## src/rtl/round_judge.sv

```systemverilog
// Round resolution and scoring for the N-choice animal duel (cyclic dominance, saturating scores).
// Latency: done pulses 3 cycles after the start edge; results at +2, scores/gameOver at +3.
// Backpressure: none; start is accepted only in IDLE and ignored otherwise (no queuing).
module round_judge #(
  parameter int NUM_CHOICES    = 3,
  parameter int SCORE_W        = 4,
  parameter int WIN_SCORE      = 9,
  parameter int DEFAULT_CHOICE = 0,
  localparam int IDX_W = $clog2(NUM_CHOICES),
  localparam int SCN_W = $clog2(NUM_CHOICES * NUM_CHOICES)
) (
  input  logic                   clk,
  input  logic                   stateReset,
  input  logic                   start,
  input  logic                   newGame,
  input  logic [NUM_CHOICES-1:0] p1Choice,
  input  logic [NUM_CHOICES-1:0] p2Choice,
  output logic                   busy,
  output logic                   done,
  output logic [SCN_W-1:0]       scenario,
  output logic                   winner1,
  output logic                   winner2,
  output logic                   tie,
  output logic                   invalid1,
  output logic                   invalid2,
  output logic [SCORE_W-1:0]     player1,
  output logic [SCORE_W-1:0]     player2,
  output logic                   gameOver
);

  // A choice d steps "ahead" of the opponent wins when d is in the lower half of the cycle.
  localparam int HALF = (NUM_CHOICES - 1) / 2;

  typedef enum logic [2:0] {
    S_IDLE,
    S_DECODE,
    S_JUDGE,
    S_SCORE,
    S_GAMEOVER
  } state_t;

  state_t                 state_q;
  logic [NUM_CHOICES-1:0] p1_raw_q, p2_raw_q;
  logic [IDX_W-1:0]       p1_idx_q, p2_idx_q;
  logic                   busy_q, done_q;
  logic [SCN_W-1:0]       scn_q;
  logic                   w1_q, w2_q, tie_q;
  logic                   inv1_q, inv2_q;
  logic [SCORE_W-1:0]     s1_q, s2_q;
  logic                   go_q;

  logic                   p1_ok_d, p2_ok_d;
  logic [IDX_W-1:0]       p1_idx_d, p2_idx_d;
  logic [IDX_W:0]         diff_d;
  logic                   tie_d, w1_d, w2_d;
  logic [SCN_W-1:0]       scn_d;
  logic [SCORE_W-1:0]     s1_d, s2_d;
  logic                   end_d;

  // Position of the set bit; only meaningful when the vector is one-hot.
  function automatic logic [IDX_W-1:0] oh_index(input logic [NUM_CHOICES-1:0] v);
    logic [IDX_W-1:0] idx;
    idx = '0;
    for (int i = 0; i < NUM_CHOICES; i++) begin
      if (v[i]) idx = IDX_W'(i);
    end
    return idx;
  endfunction

  // Decode, judge and next-score arithmetic feeding the FSM stages.
  always_comb begin
    p1_ok_d  = $onehot(p1_raw_q);
    p2_ok_d  = $onehot(p2_raw_q);
    p1_idx_d = p1_ok_d ? oh_index(p1_raw_q) : IDX_W'(DEFAULT_CHOICE);
    p2_idx_d = p2_ok_d ? oh_index(p2_raw_q) : IDX_W'(DEFAULT_CHOICE);

    // (p2 - p1) mod N without a divider: both indices are already < N.
    if (p2_idx_q >= p1_idx_q) begin
      diff_d = {1'b0, p2_idx_q} - {1'b0, p1_idx_q};
    end else begin
      diff_d = {1'b0, p2_idx_q} + (IDX_W+1)'(NUM_CHOICES) - {1'b0, p1_idx_q};
    end
    tie_d = (diff_d == '0);
    w1_d  = !tie_d && (diff_d <= (IDX_W+1)'(HALF));
    w2_d  = !tie_d && !w1_d;
    scn_d = SCN_W'(p1_idx_q) * SCN_W'(NUM_CHOICES) + SCN_W'(p2_idx_q);

    s1_d = s1_q;
    s2_d = s2_q;
    if (w1_q && (s1_q < SCORE_W'(WIN_SCORE))) s1_d = s1_q + SCORE_W'(1);
    if (w2_q && (s2_q < SCORE_W'(WIN_SCORE))) s2_d = s2_q + SCORE_W'(1);
    end_d = (s1_d == SCORE_W'(WIN_SCORE)) || (s2_d == SCORE_W'(WIN_SCORE));
  end

  // Round sequencer: capture, decode, judge, score, with registered outputs.
  always_ff @(posedge clk or posedge stateReset) begin
    if (stateReset) begin
      state_q  <= S_IDLE;
      p1_raw_q <= '0;
      p2_raw_q <= '0;
      p1_idx_q <= '0;
      p2_idx_q <= '0;
      busy_q   <= 1'b0;
      done_q   <= 1'b0;
      scn_q    <= '0;
      w1_q     <= 1'b0;
      w2_q     <= 1'b0;
      tie_q    <= 1'b0;
      inv1_q   <= 1'b0;
      inv2_q   <= 1'b0;
      s1_q     <= '0;
      s2_q     <= '0;
      go_q     <= 1'b0;
    end else begin
      done_q <= 1'b0;
      case (state_q)
        S_IDLE: begin
          if (newGame) begin
            s1_q   <= '0;
            s2_q   <= '0;
            scn_q  <= '0;
            w1_q   <= 1'b0;
            w2_q   <= 1'b0;
            tie_q  <= 1'b0;
            inv1_q <= 1'b0;
            inv2_q <= 1'b0;
          end else if (start) begin
            p1_raw_q <= p1Choice;
            p2_raw_q <= p2Choice;
            busy_q   <= 1'b1;
            state_q  <= S_DECODE;
          end
        end
        S_DECODE: begin
          p1_idx_q <= p1_idx_d;
          p2_idx_q <= p2_idx_d;
          inv1_q   <= !p1_ok_d;
          inv2_q   <= !p2_ok_d;
          state_q  <= S_JUDGE;
        end
        S_JUDGE: begin
          w1_q    <= w1_d;
          w2_q    <= w2_d;
          tie_q   <= tie_d;
          scn_q   <= scn_d;
          state_q <= S_SCORE;
        end
        S_SCORE: begin
          s1_q    <= s1_d;
          s2_q    <= s2_d;
          done_q  <= 1'b1;
          busy_q  <= 1'b0;
          go_q    <= end_d;
          state_q <= end_d ? S_GAMEOVER : S_IDLE;
        end
        S_GAMEOVER: begin
          if (newGame) begin
            s1_q    <= '0;
            s2_q    <= '0;
            scn_q   <= '0;
            w1_q    <= 1'b0;
            w2_q    <= 1'b0;
            tie_q   <= 1'b0;
            inv1_q  <= 1'b0;
            inv2_q  <= 1'b0;
            go_q    <= 1'b0;
            state_q <= S_IDLE;
          end
        end
        default: state_q <= S_IDLE;
      endcase
    end
  end

  assign busy     = busy_q;
  assign done     = done_q;
  assign scenario = scn_q;
  assign winner1  = w1_q;
  assign winner2  = w2_q;
  assign tie      = tie_q;
  assign invalid1 = inv1_q;
  assign invalid2 = inv2_q;
  assign player1  = s1_q;
  assign player2  = s2_q;
  assign gameOver = go_q;

endmodule

```

## config.mk

```make
export PLATFORM = sky130hd
export DESIGN_NAME = round_judge
export DESIGN_NICKNAME = d
export VERILOG_FILES = /design/src/rtl/round_judge.sv
export SDC_FILE = /design/constraint.sdc
export NUM_CORES = 1
export LEC_CHECK = 0
export ABC_AREA = 1
export CAP_MARGIN = 40
export CORE_MARGIN = 10
export CORE_UTILIZATION = 59
export CTS_BUF_LIST = sky130_fd_sc_hd__clkbuf_2 sky130_fd_sc_hd__clkbuf_4 sky130_fd_sc_hd__clkbuf_8
export CTS_CLUSTER_SIZE = 14
export DETAILED_ROUTE_END_ITERATION = 8
export PLACE_DENSITY_LB_ADDON = 0.05
export SETUP_SLACK_MARGIN = 0.05
export SYNTH_ARGS = -nofsm -noshare
export SYNTH_HDL_FRONTEND = slang
export SYNTH_SLANG_ARGS = --single-unit
```

## constraint.sdc

```tcl
create_clock -name clk -period 3.35 [get_ports clk]
set_input_delay 0.67 -clock clk [delete_from_list [all_inputs] [get_ports clk]]
set_output_delay 0.67 -clock clk [all_outputs]
set_load 0.1 [all_outputs]
```

==> impl_metrics.toml <==
[sta]
period_share_pct = 57.1
clock_skew_ns = 0.00941
finalCriticalPeriod_ns = 1.91
setup_viol = 0
rsz0062_at_grt = "false"
finalSetupTns_ns = 0
slew_viol_final = 0
tightest_slew_ns = 0.409
hold_viol = 0
relSlewSlack_pct = 72.7
fmax_mhz = 523

[worst_setup_path]
cp_slowest_cell = "dfrtp_1"
critPathLaunchType = "flop"
cp.arrival_ns = 2.19
cp_num_buf_inv = 0
criticalPathCategory = "flop to flop"
crit_fanout = 5
critPathCaptureType = "flop"
critical_path_required_ns = 3.63
path_cells = "fa_1, ha_1, fa_1, nand2_1, nand2_1"
crit_family = "adder cells"
slowest_delay_ns = 0.53

[synthesis]
synthesis.nets = 231
yosysUniqueCellTypes = 29
ys_seq_area_share_pct = 44.7
syn_inst = 206
synth.area.top_cells = "dfrtp_1 45%, nand2_1 7.3%, fa_1 6.5%, inv_1 6.3%, ha_1 6.1%"
synth_seq_cells = 33
mappedNetlistArea_mm2 = 0.00185
yosysTopAreaCellShare_pct = 44.7
syn_area_per_cell_um2 = 8.97
async_reset_ff_share_pct = 100
synth-edff-count = 0
synthFlopType = "dfrtp_1"
synth_top_area_cell = "dfrtp_1"
ys_warn_count = 0

[finish]
syn_to_final_growth_pct = 18.6
fin_util_pct = 72.4
filler_cell_count = 241
drive_gt1_share_pct = 18.2
antennaDiodeCount = 0
multi_input_area_um2 = 863
seq_area_um2 = 826
final_nets = 266

[floorplan]
coreArea_mm2 = 0.00303
die_width_um = 76.0
start_util_pct = 61.0
rows = 20
num_io_pins = 30
die_h_um = 76.0
die_area_mm2 = 0.00577

[global_route]
grt_use_total_pct = 14.3
grt_pass1_wl_mm = 6.99
antenna_found_initial = 0
gr-usage-met3_pct = 3.18
grt_pass1_vias = 1549
grt_util_met1_pct = 15.2
grt_max_degree = 34
grt_util_met2_pct = 26.4
top_usage_layer = "met2"
overflow = 0

[detailed_routing]
antenna_left = 0
avgRoutedWirePerCell_um = 14.0
drc = 0
num_vias = 1506
viasPerCell = 5.27
drt_pre_antenna_iters = 4
routed_wl_mm = 4.01
initialDrtViolationCount = 79

[cts]
cts_buffers = 5
cts_tree = "built"
htreeDepth = 2
clock_latency_ns = 0.33
clk_pin_slew_ns = 0.10
root_buffer = "clkbuf_4"
post-cts-setup-buffers = 0
cts_hold_buf = 0
cts_resized = 0
cts_buffer_depth = 2
cts_sinks = 33

[placement]
dpl.hpwl_mm = 3.11
port_buffers = 29
place_congestion = 0.881

[status]
status = "complete, no violations"

[run]
maxCapViolCount = 0

[min_path]
holdCritPathClass = "flop to flop"
synth_stat cells (2+ instances only):
cell type	number
inv_2	4
nand4_1	3
nand3_2	2
nor2_1	14
xnor2_1	2
o21ai_0	13
ha_1	9
a21oi_1	11
fa_1	6
o22ai_1	5
dfrtp_1	33
inv_1	31
nand2_1	36
o31ai_1	2
nand3_1	21
cell usage in the layout, fill, tap and decap left out, drive strengths merged:
cell type,n
nand4,3
nor2,16
o22ai,5
inv,36
clkbuf,8
dfrtp,33
xnor2,2
nand3,24
clkdlybuf4s50,9
o21bai,1
o211ai,1
a21oi,12
fa,6
o21ai,14
buf,21
nor3,2
ha,9
nand2,38
o31ai,2
final timing paths:
kind / to / depth (start not counted) / startpoint / slack (ns)
max: scenario[2] / 5 / p1_idx_q[1] / 1.44
min: busy / 2 / busy / 0.50
max reg2reg: scenario[2] / 5 / p1_idx_q[1] / 1.44
min reg2reg: busy / 2 / busy / 0.50
max in group asynchronous: player2[2] / 3 / stateReset / 2.33
min in group asynchronous: invalid1 / 3 / stateReset / 0.72
flip-flops by register name, summed over array words and instances (netlist names):
name      cells
scenario      4
invalid1      1
player1       4
player2       4
p2_idx_q      2
p1_idx_q      2
p1_raw_q      3
done          1
state_q       3
gameOver      1
winner1       1
tie           1
invalid2      1
busy          1
p2_raw_q      3
winner2       1
logic make-up (layout without fill, tap and decap cells):
family | count (synthesis) | in the layout | share of synthesized area (%)
and+or+nand+nor | 83 | 83 | 21.9
buffers and inverters | 38 | 74 | 8.60
AOI/OAI and AO/OA | 35 | 35 | 11.2
DFF | 33 | 33 | 44.7
adders and majority gates | 15 | 15 | 12.6
xor gates and xnor gates | 2 | 2 | 0.948
layer usage:
metal,share of wire (%),vias to the layer above
met3,4.1,9
met1,40,729
met5,0,-
met2,55,31
met4,1.5,0
li1,-,737
worst reg2reg max path: stages, from the launching register on:
cell and delay [ns]:
dfrtp_1 0.53, fa_1 0.49, ha_1 0.24, fa_1 0.48, nand2_1 0.05, nand2_1 0.07
cell type report:
cell class                      count  share of cell area [%]
Multi-Input combinational cell    135                    39.4
Sequential cell                    33                    37.7
Clock buffer                        8                    2.74
Timing Repair Buffer               30                    11.3
Tap cell                           44                    2.51
Inverter                           36                    6.39
through the flow:
step / instance area, um2 / instances / setup WS [ns] / hold slack, ns
2_1_floorplan: 1850 / 206 / 1.19 / 0.478
3_3_place_gp: 2130 / 278 / 1.51 / 0.472
3_5_place_dp: 2130 / 278 / 1.43 / 0.470
4_1_cts: 2190 / 286 / 1.44 / 0.494
5_1_grt: 2190 / 286 / 1.35 / 0.515
6_report: 2190 / 286 / 1.44 / 0.495
Power is left out: the tool's default activity adds up to more than one toggle a clock period on the data nets, which glitch-free logic cannot reach.
